**src/rtl/keypad_entry_accum.sv**
```systemverilog
// Keypad entry accumulator: debounces scanned key codes, accepts each press once,
// and edits a BCD entry buffer, emitting committed numbers and operator events.
module keypad_entry_accum #(
   parameter int DIGITS        = 3,
   parameter int STABLE_CYCLES = 4
) (
   input  logic                         clk,
   input  logic                         reset,
   input  logic [3:0]                   sample,
   output logic                         key_strobe,
   output logic [3:0]                   key_code,
   output logic [4*DIGITS-1:0]          entry_bcd,
   output logic [$clog2(DIGITS+1)-1:0]  digit_count,
   output logic                         number_valid,
   output logic [4*DIGITS-1:0]          number_bcd,
   output logic                         op_valid,
   output logic [1:0]                   op_code,
   output logic                         overflow
);

   localparam int CW = $clog2(STABLE_CYCLES + 1);
   localparam int DW = 4 * DIGITS;
   localparam int NW = $clog2(DIGITS + 1);

   typedef enum logic {IDLE, HELD} state_t;

   state_t         state;
   logic [3:0]     cand_p0;
   logic [CW-1:0]  cnt_p0;
   logic [CW-1:0]  cnt_nxt;
   logic           stable_nxt;

   function automatic logic [CW-1:0] sat_inc(input logic [CW-1:0] c);
      if (c >= CW'(STABLE_CYCLES))
         return CW'(STABLE_CYCLES);
      return c + CW'(1);
   endfunction

   function automatic logic [DW-1:0] shift_in(input logic [DW-1:0] buf_in, input logic [3:0] d);
      logic [DW-1:0] r;
      r      = buf_in << 4;
      r[3:0] = d;
      return r;
   endfunction

   // Qualifier stage: stable_nxt is true on the edge where the run of matching samples
   // reaches STABLE_CYCLES (and stays true while it saturates).
   always_comb begin
      cnt_nxt    = (sample == cand_p0) ? sat_inc(cnt_p0) : CW'(1);
      stable_nxt = (cnt_nxt == CW'(STABLE_CYCLES));
   end

   always_ff @(posedge clk) begin
      if (reset) begin
         state        <= IDLE;
         cand_p0      <= 4'hF;
         cnt_p0       <= '0;
         key_strobe   <= 1'b0;
         key_code     <= 4'h0;
         entry_bcd    <= '0;
         digit_count  <= '0;
         number_valid <= 1'b0;
         number_bcd   <= '0;
         op_valid     <= 1'b0;
         op_code      <= 2'b00;
         overflow     <= 1'b0;
      end else begin
         cand_p0      <= sample;
         cnt_p0       <= cnt_nxt;
         key_strobe   <= 1'b0;
         number_valid <= 1'b0;
         op_valid     <= 1'b0;
         overflow     <= 1'b0;
         case (state)
            IDLE: begin
               if (stable_nxt && sample != 4'hF) begin
                  state      <= HELD;
                  key_strobe <= 1'b1;
                  key_code   <= sample;
                  if (sample <= 4'h9) begin
                     if (digit_count < NW'(DIGITS)) begin
                        entry_bcd   <= shift_in(entry_bcd, sample);
                        digit_count <= digit_count + NW'(1);
                     end else begin
                        overflow <= 1'b1;
                     end
                  end else if (sample <= 4'hC || sample == 4'hE) begin
                     // Operators and '#' both commit a non-empty buffer.
                     if (sample <= 4'hC) begin
                        op_valid <= 1'b1;
                        op_code  <= 2'(sample - 4'h9);
                     end
                     if (digit_count != '0) begin
                        number_bcd   <= entry_bcd;
                        number_valid <= 1'b1;
                        entry_bcd    <= '0;
                        digit_count  <= '0;
                     end
                  end else begin
                     entry_bcd   <= '0;
                     digit_count <= '0;
                  end
               end
            end
            HELD: begin
               if (stable_nxt && sample == 4'hF)
                  state <= IDLE;
            end
            default: state <= IDLE;
         endcase
      end
   end

endmodule

```
**config.mk**
```make
export PLATFORM = sky130hd
export DESIGN_NAME = keypad_entry_accum
export DESIGN_NICKNAME = d
export VERILOG_FILES = /design/src/rtl/keypad_entry_accum.sv
export SDC_FILE = /design/constraint.sdc
export NUM_CORES = 1
export LEC_CHECK = 0
export BUFFER_PORTS_ARGS = -buffer_cell sky130_fd_sc_hd__buf_4
export CORE_MARGIN = 2
export CORE_UTILIZATION = 25
export DETAILED_ROUTE_END_ITERATION = 10
export HOLD_SLACK_MARGIN = 0.05
export SYNTH_ARGS = -nofsm -noshare
export SYNTH_HDL_FRONTEND = slang
export SYNTH_SLANG_ARGS = --single-unit
```
**constraint.sdc**
```tcl
create_clock -name clk -period 2.03 [get_ports clk]
set_clock_uncertainty 0.1 [all_clocks]
set_input_delay 0.203 -clock clk [delete_from_list [all_inputs] [get_ports clk]]
set_output_delay 0.203 -clock clk [all_outputs]
set_load 0.005 [all_outputs]
```
==> impl_table.tex, run 1 <==
\begin{tabular}{lr}
\hline
Metric & Value \\
\hline
\multicolumn{2}{l}{\textbf{Status}} \\
\quad Run status & complete, no violations \\
\multicolumn{2}{l}{\textbf{Clock tree}} \\
\quad Clock slew at reported path FFs & 0.08 ns \\
\quad Number of sinks on the clock net & 44 \\
\quad Number of H-tree branching levels & 2 \\
\quad Deepest clock path buffer count & 2 \\
\quad Clock Latency Late Sink & 0.30 ns \\
\quad TritonCTS clock tree & done \\
\quad Total clock buffers created by CTS & 5 \\
\quad Cell at the root of the clock tree & clkbuf\_8 \\
\quad CTS hold repair buffers & 0 \\
\multicolumn{2}{l}{\textbf{GRT}} \\
\quad Largest net degree at the start of global routing & 49 \\
\quad Number of global-route vias before repair & about 1400 \\
\quad Total track usage & 0.106 \\
\quad Number of antenna violations at the first check in global routing & 0 \\
\quad Wire length of the first global-routing pass & slightly above 7 mm \\
\quad Overflow left after global routing & 0 \\
\multicolumn{2}{l}{\textbf{Final layout}} \\
\quad Area growth from synthesis to final layout & 33.4\% \\
\quad Total inserted antenna cells & 0 \\
\quad Layout Nets & between 200 and 300 \\
\quad Layout cells sized above 1 & 0.329 \\
\multicolumn{2}{l}{\textbf{Critical path}} \\
\quad Family with the most delay on the worst path & compound AO/OA/AOI/OAI gates \\
\quad CP Data Required Time & 2.16 ns \\
\quad Critical-path top delay cell & dfxtp\_2 \\
\quad Critical path cell sequence & inv\_2 > ha\_4 > and3b\_2 > o21ai\_4 > a2111oi\_4 > buf\_4 > mux2i\_1 \\
\quad Crit start category & register \\
\quad R2r setup slk & around 0.16 ns \\
\quad Kind of capture point of the worst setup path & register \\
\quad Max FO, Critical Path & 4 \\
\quad Critical path's largest stage delay & 0.34 ns \\
\quad Start-to-end type of the worst setup path & reg2reg \\
\quad Arrival time of the worst setup path & 2.00 ns \\
\quad Buf+Inv Stages, Crit Path & 2 \\
\multicolumn{2}{l}{\textbf{Synth}} \\
\quad Summed instance area of the synthesized netlist & between 1500 and 2000 sq um \\
\quad Top cell type's share of synthesized area & 0.468 \\
\quad Syn. warnings & 0 \\
\quad Leading area contributor after synthesis & dfxtp\_1 \\
\quad Top cells by area in the synthesized netlist & dfxtp\_1, nand2b\_1, mux2i\_1, ha\_1, o22ai\_1 \\
\quad Number of synthesized register bits & 44 \\
\quad Portion of the post-synthesis area used by sequential elements & 0.468 \\
\quad Synth Area per Inst & 10.2 sq um \\
\quad Count of unique library cells instantiated by Yosys & 36 \\
\quad Synth Instances & 184 \\
\quad Net count of the mapped netlist & 198 \\
\multicolumn{2}{l}{\textbf{STA}} \\
\quad Hold violation total from the final report & 0 \\
\quad Shortest period the worst path allows & approximately 1.9 ns \\
\quad Share of the clock period used by the worst path & 0.922 \\
\quad Unrepaired setup endpoints after global routing & false \\
\quad Setup\_tns & 0 ns \\
\quad Slew of the pin with the lowest slew margin & 0.410 ns \\
\quad Slew Limit Fails & 0 \\
\quad Slew HR & 0.724 \\
\quad Achievable frequency & 534 MHz \\
\quad Count of final setup violators & 0 \\
\multicolumn{2}{l}{\textbf{Floorplan}} \\
\quad Row count & 31 \\
\quad Floorplan die width & 90.7 microns \\
\quad Placeable core region & around 7300 sq um \\
\quad Starting density of the core & 0.259 \\
\quad Top-level port count & 42 \\
\quad Die area & roughly 8200 sq um \\
\quad Chip height & 90.7 microns \\
\multicolumn{2}{l}{\textbf{Pwr}} \\
\quad Overall Power & 1.62 mW \\
\quad Static leakage & 1.08 nW \\
\quad Net switching share of the total power & 0.213 \\
\quad Flop pwr share & 0.537 \\
\quad Clock power frac & 0.403 \\
\quad Combinational power share & 0.061 \\
\quad Switching pwr & 345 uW \\
\quad Worst supply voltage drop on vdd & 288 uV \\
\quad Areal power density over the cells & approximately 650 nW/um\^{}2 \\
\quad Internal Dissipation & approximately 1.3 mW \\
\multicolumn{2}{l}{\textbf{Route}} \\
\quad DR iter-0 viols & between 90 and 100 \\
\quad Antenna-violating nets left & 0 \\
\quad Via count of the routed design & between 1000 and 1500 \\
\quad First-pass DRT Iterations & 4 \\
\quad Post-detailed-route via-to-cell ratio & between 4 and 5 \\
\quad Number of remaining DRC errors & 0 \\
\quad Average routed wire per standard cell & 12.4 microns \\
\quad Total detailed-routing wirelength & 4.17 mm \\
\multicolumn{2}{l}{\textbf{Placed design}} \\
\quad Port-buffer cells & 41 \\
\quad Detail Placement HPWL & between 2 and 3 mm \\
\quad Final GP Congestion & between 0.7 and 0.8 \\
\multicolumn{2}{l}{\textbf{Hold path}} \\
\quad Worst min path class & in2reg \\
\multicolumn{2}{l}{\textbf{Flow run}} \\
\quad Max-Cap Viols & 0 \\
\hline
\end{tabular}
## what timing repair did
item                       in CTS  in global routing
gates resized for setup         0                  7
buffers inserted                0                  3
setup endpoints to repair       0                 15
## cell families after synthesis
logic type,count (synthesis),synth area share
buffers and inverters,21,0.0579
XOR/XNOR,4,0.0186
AO/OA/AOI/OAI,38,0.145
adder cells (fa/ha/maj),8,0.0532
multiplexers,14,0.0745
flip-flops,44,0.468
AND/OR/NAND/NOR,55,0.182
## path summary, 6_finish.rpt
path,from,end,cells past startpoint
max reg2reg,cnt_p0[1],entry_bcd[2],7
max,cnt_p0[1],entry_bcd[2],7
min,sample[2],cand_p0[2],2
min reg2reg,number_bcd[11],number_bcd[11],2
## flip-flops by register name, indices dropped and copies added (netlist names), named ones only
register,flops
number_bcd,12
number_valid,1
digit_count,2
op_valid,1
op_code,2
cnt_p0,3
cand_p0,4
overflow,1
key_strobe,1
key_code,4
entry_bcd,12
## cell type report
cell class / instances / area [sq um]
clock buffer: 6 / 72.6
timing repair buffer: 58 / 448
inverter: 8 / 30.0
clock inverter: 2 / 35.0
fill: 769 / 4740
tap: 99 / 124
multi-input combinational: 119 / 916
sequential: 44 / 883
## worst reg2reg max path, cell delays in order (launching register included)
cell,delay [ns]
dfxtp_2,0.34
inv_2,0.04
ha_4,0.22
and3b_2,0.29
o21ai_4,0.09
a2111oi_4,0.34
buf_4,0.20
mux2i_1,0.19
## metrics by stage
stage	instance area (sq um)	setup WS (ns)	cells	util	hold WS [ns]
after detailed placement	2350	0.0750	325	0.324	0.366
final	2510	0.158	336	0.346	0.0951
after global placement	2350	0.0793	325	0.324	0.361
after CTS	2460	0.0601	333	0.339	0.0909
after floorplan	1880	0.170	184	-	0.210
after global routing	2510	0.0380	336	0.346	0.104
## cells in the final DEF (no fill, tap or decap), types with 2 or more instances in the layout
cell type  instances
ha_1               7
nand2b_1          26
o32ai_1            4
mux2i_1           14
buf_4             57
a31oi_1            3
a21oi_1            7
nand2_1            3
a211oi_1           2
dfxtp_2            2
or2_2              3
xnor2_1            4
nand3_1            5
dfxtp_1           42
o22ai_1            8
nor3_1             3
clkbuf_8           5
nor4b_1            2
o21ai_0            6
inv_1              7
nor2_1             7
## routing by layer
layer	wire length [microns]	part of all wire	global-route usage	vias to the layer above
met1	2080	0.50	0.137	686
met3	137	0.033	0.0259	5
met5	0	0	0	-
met2	1880	0.45	0.170	29
met4	66	0.016	0.0385	0
li1	-	-	-	744
## synth_stat cells, drive strengths merged
cell	count
dfxtp	44
nand2b	26
mux2i	14
a21oi	8
ha	8
inv	8
o22ai	8
buf	7
nor2	7
o21ai	7
clkbuf	6
nand3	5
o32ai	4
xnor2	4
a31oi	3
nand2	3
nor3	3
or2	3
a211oi	2
nor4b	2
a2111oi	1
a21boi	1
a21o	1
a311o	1
and3b	1
and4	1
nand4	1
nand4b	1
nor3b	1
o21a	1
o21bai	1
or3	1
## power by group through the flow
stage | clock (mW) | combinational, mW | sequential [mW]
finish | 0.653 | 0.0983 | 0.871
floorplan | 0 | 0.0674 | 0.891
global route | 0.707 | 0.110 | 0.872
CTS | 0.668 | 0.0944 | 0.871
global placement | 0 | 0.0936 | 0.892
detailed placement | 0 | 0.0939 | 0.892
(Power assumes the default switching activity.)
==> inputs of run 2 (changes only) <==
CTS_BUF_LIST = sky130_fd_sc_hd__clkbuf_16   (was default)
==> impl_table.tex, run 2 (same netlist as run 1, synthesis figures left out) <==
\begin{tabular}{lr}
\hline
Metric & Value \\
\hline
\multicolumn{2}{l}{\textbf{Status}} \\
\quad Run status & complete, no violations \\
\multicolumn{2}{l}{\textbf{Critical path}} \\
\quad Kind of capture point of the worst setup path & register \\
\quad R2r worst-path depth & 7 (unchanged) \\
\quad Crit start category & register \\
\quad R2r setup slk & 0.17 ns (about the same) \\
\quad Max FO, Critical Path & 4 (unchanged) \\
\quad Endpoint of the lowest-slack register-to-register path & entry\_bcd[2] \\
\quad Worst reg2reg startpoint & cnt\_p0[1] \\
\quad Arrival time of the worst setup path & 1.97 ns (-0.03 ns) \\
\quad Start-to-end type of the worst setup path & reg2reg \\
\quad CP Data Required Time & 2.14 ns (-0.02 ns) \\
\multicolumn{2}{l}{\textbf{Route}} \\
\quad Met3 wire len & 136 microns (-0.73\%) \\
\quad First-pass DRT Iterations & 4 (unchanged) \\
\quad DR iter-0 viols & 79 (-14\%) \\
\quad Via count of the routed design & 1472 (+0.55\%) \\
\quad Met2 wire length & 1.90 mm (+0.80\%) \\
\quad Post-detailed-route via-to-cell ratio & 4.38 (+0.55\%) \\
\quad Total detailed-routing wirelength & 4.18 mm (+0.24\%) \\
\quad Top Metal Used & met4 \\
\quad Average routed wire per standard cell & 12.4 microns (+0.24\%) \\
\quad Routed metal-1 wire length & 2.07 mm (-0.58\%) \\
\quad Antenna-violating nets left & 0 (unchanged) \\
\quad Number of remaining DRC errors & 0 (unchanged) \\
\multicolumn{2}{l}{\textbf{Clock tree}} \\
\quad Total clock buffers created by CTS & 5 (unchanged) \\
\quad Clock Latency Late Sink & 0.28 ns (-0.02 ns) \\
\quad Deepest clock path buffer count & 2 (unchanged) \\
\quad Number of sinks on the clock net & 44 (unchanged) \\
\quad TritonCTS clock tree & done \\
\quad Clock slew at reported path FFs & 0.06 ns (-0.02 ns) \\
\quad Number of H-tree branching levels & 2 (unchanged) \\
\quad CTS hold repair buffers & 0 (unchanged) \\
\quad Cell at the root of the clock tree & clkbuf\_16 \\
\multicolumn{2}{l}{\textbf{STA}} \\
\quad Slew HR & 0.721 (-0.00302) \\
\quad Shortest period the worst path allows & 1.86 ns (-0.00885 ns) \\
\quad Slew Limit Fails & 0 (unchanged) \\
\quad Unrepaired setup endpoints after global routing & false \\
\quad Count of final setup violators & 0 (unchanged) \\
\quad Setup\_tns & 0 ns (unchanged) \\
\quad Slew of the pin with the lowest slew margin & 0.414 ns (+0.00449 ns) \\
\quad Worst setup margin & 0.167 ns (+0.00885 ns) \\
\quad Achievable frequency & 537 MHz (+0.47\%) \\
\quad Share of the clock period used by the worst path & 0.918 (-0.00436) \\
\quad Hold violation total from the final report & 0 (unchanged) \\
\multicolumn{2}{l}{\textbf{Floorplan}} \\
\quad Placeable core region & 7250 sq um (unchanged) \\
\quad Top-level port count & 42 (unchanged) \\
\quad Floorplan die width & 90.7 microns (unchanged) \\
\quad Starting density of the core & 0.259 (unchanged) \\
\quad Row count & 31 (unchanged) \\
\quad Die area & 8230 sq um (unchanged) \\
\quad Chip height & 90.7 microns (unchanged) \\
\multicolumn{2}{l}{\textbf{Placed design}} \\
\quad Port-buffer cells & 41 (unchanged) \\
\quad Final GP Congestion & 0.731 (unchanged) \\
\quad Placement-stage cell area & 2350 sq um (unchanged) \\
\quad Detail Placement HPWL & 2.97 mm (unchanged) \\
\quad Pre-CTS setup slack & 0.0750 ns (unchanged) \\
\multicolumn{2}{l}{\textbf{Final layout}} \\
\quad Number of filler instances in the final layout & 762 (-0.91\%) \\
\quad Cell area after layout & 2560 sq um (+2.2\%) \\
\quad Layout cells sized above 1 & 0.329 (unchanged) \\
\quad Sequential Area & 883 sq um (unchanged) \\
\quad Area of the multi-input gates & 916 sq um (unchanged) \\
\quad Layout Nets & 250 (unchanged) \\
\quad Largest registers in the final layout & entry\_bcd x12, number\_bcd x12 \\
\quad Area growth from synthesis to final layout & 36.4\% \\
\quad Leading cell type in the layout, fill and taps excluded & buf\_4 \\
\quad Most used cells in the layout excluding fill and tap cells & buf\_4, dfxtp\_1, nand2b\_1 \\
\quad Total inserted antenna cells & 0 (unchanged) \\
\multicolumn{2}{l}{\textbf{Pwr}} \\
\quad Areal power density over the cells & 723 nW/um\^{}2 (+12\%) \\
\quad Clock power frac & 0.477 (+0.074) \\
\quad Worst supply voltage drop on vdd & 338 uV (+17\%) \\
\quad Net switching share of the total power & 0.199 (-0.0143) \\
\quad Static leakage & 1.11 nW (+2.8\%) \\
\quad Flop pwr share & 0.470 (-0.067) \\
\quad Internal Dissipation & 1.49 mW (+16\%) \\
\quad Switching pwr & 368 uW (+6.6\%) \\
\quad Combinational power share & 0.053 (-0.008) \\
\multicolumn{2}{l}{\textbf{GRT}} \\
\quad Largest net degree at the start of global routing & 49 (unchanged) \\
\quad Total track usage & 0.109 (+0.00298) \\
\quad Overflow left after global routing & 0 (unchanged) \\
\quad Number of antenna violations at the first check in global routing & 0 (unchanged) \\
\quad Number of global-route vias before repair & 1437 (+0.35\%) \\
\quad Wire length of the first global-routing pass & 7.18 mm (+0.97\%) \\
\multicolumn{2}{l}{\textbf{Flow run}} \\
\quad Max-Cap Viols & 0 (unchanged) \\
\multicolumn{2}{l}{\textbf{Hold path}} \\
\quad Worst min path class & in2reg \\
\quad Worst hold path startpoint & sample[2] \\
\quad Number of instances on the worst hold path & 2 (unchanged) \\
\quad Endpoint of the worst hold-timing path & cand\_p0[2] \\
\hline
\end{tabular}
run 2: cell count changes in the layout (fill, tap and decap cells not counted), sizes merged:
cell / previous run / this run
clkbuf: 6 / 5
inv: 8 / 9
run 2: cell type report:
class / count / area share
inverters: 8 / 0.0117
flip-flops and latches: 44 / 0.344
repair buffers: 58 / 0.175
well taps: 99 / 0.0483
clock buffers: 5 / 0.0488
clock inverters: 3 / 0.0151
multi-input cells: 119 / 0.357
run 2: metrics by stage:
stage	utilization	total power, mW	hold WS, ns	instances
global placement	0.324	0.985	0.361	325
detailed placement	0.324	0.986	0.366	325
finish	0.354	1.85	0.111	336
global route	0.354	1.93	0.125	336
floorplan	-	0.959	0.210	184
CTS	0.347	1.87	0.108	333
run 2: timing repair:
action	4_1_cts	5_1_grt
hold endpoints to repair	0	0
endpoints found under the setup margin	0	15
setup buffers	0	3
resized for setup	0	7
run 2: metal layers:
layer  global-route usage  vias to the layer above
met5                    0                        -
met2                0.172                       27
li1                     -                      749
met1                0.137                      691
met3               0.0309                        5
met4               0.0500                        0
run 2: worst max-delay path: stages (launching register included):
cell	delay, ns
dfxtp_2	0.33
inv_2	0.04
ha_4	0.22
and3b_2	0.28
o21ai_4	0.09
a2111oi_4	0.34
buf_4	0.20
mux2i_1	0.19
run 2: worst max path at each step:
stage | to | slack [ns] | depth (start not counted) | start
final | entry_bcd[2] | 0.17 | 7 | cnt_p0[1]
after global routing | entry_bcd[2] | 0.04 | 7 | cnt_p0[1]
after CTS | entry_bcd[2] | 0.06 | 7 | cnt_p0[0]
after detailed placement | entry_bcd[2] | 0.07 | 9 | sample[0]
after global placement | overflow | 0.08 | 7 | cnt_p0[0]
after floorplan | entry_bcd[0] | 0.17 | 7 | cnt_p0[0]
run 2: power by group through the flow:
| stage | Combinational, mW | Sequential (mW) | Clock (mW) |
|---|---|---|---|
| finish | 0.0980 | 0.873 | 0.884 |
| CTS | 0.0945 | 0.872 | 0.903 |
| detailed placement | 0.0939 | 0.892 | 0 |
| global route | 0.110 | 0.873 | 0.946 |
| global placement | 0.0936 | 0.892 | 0 |
| floorplan | 0.0674 | 0.891 | 0 |
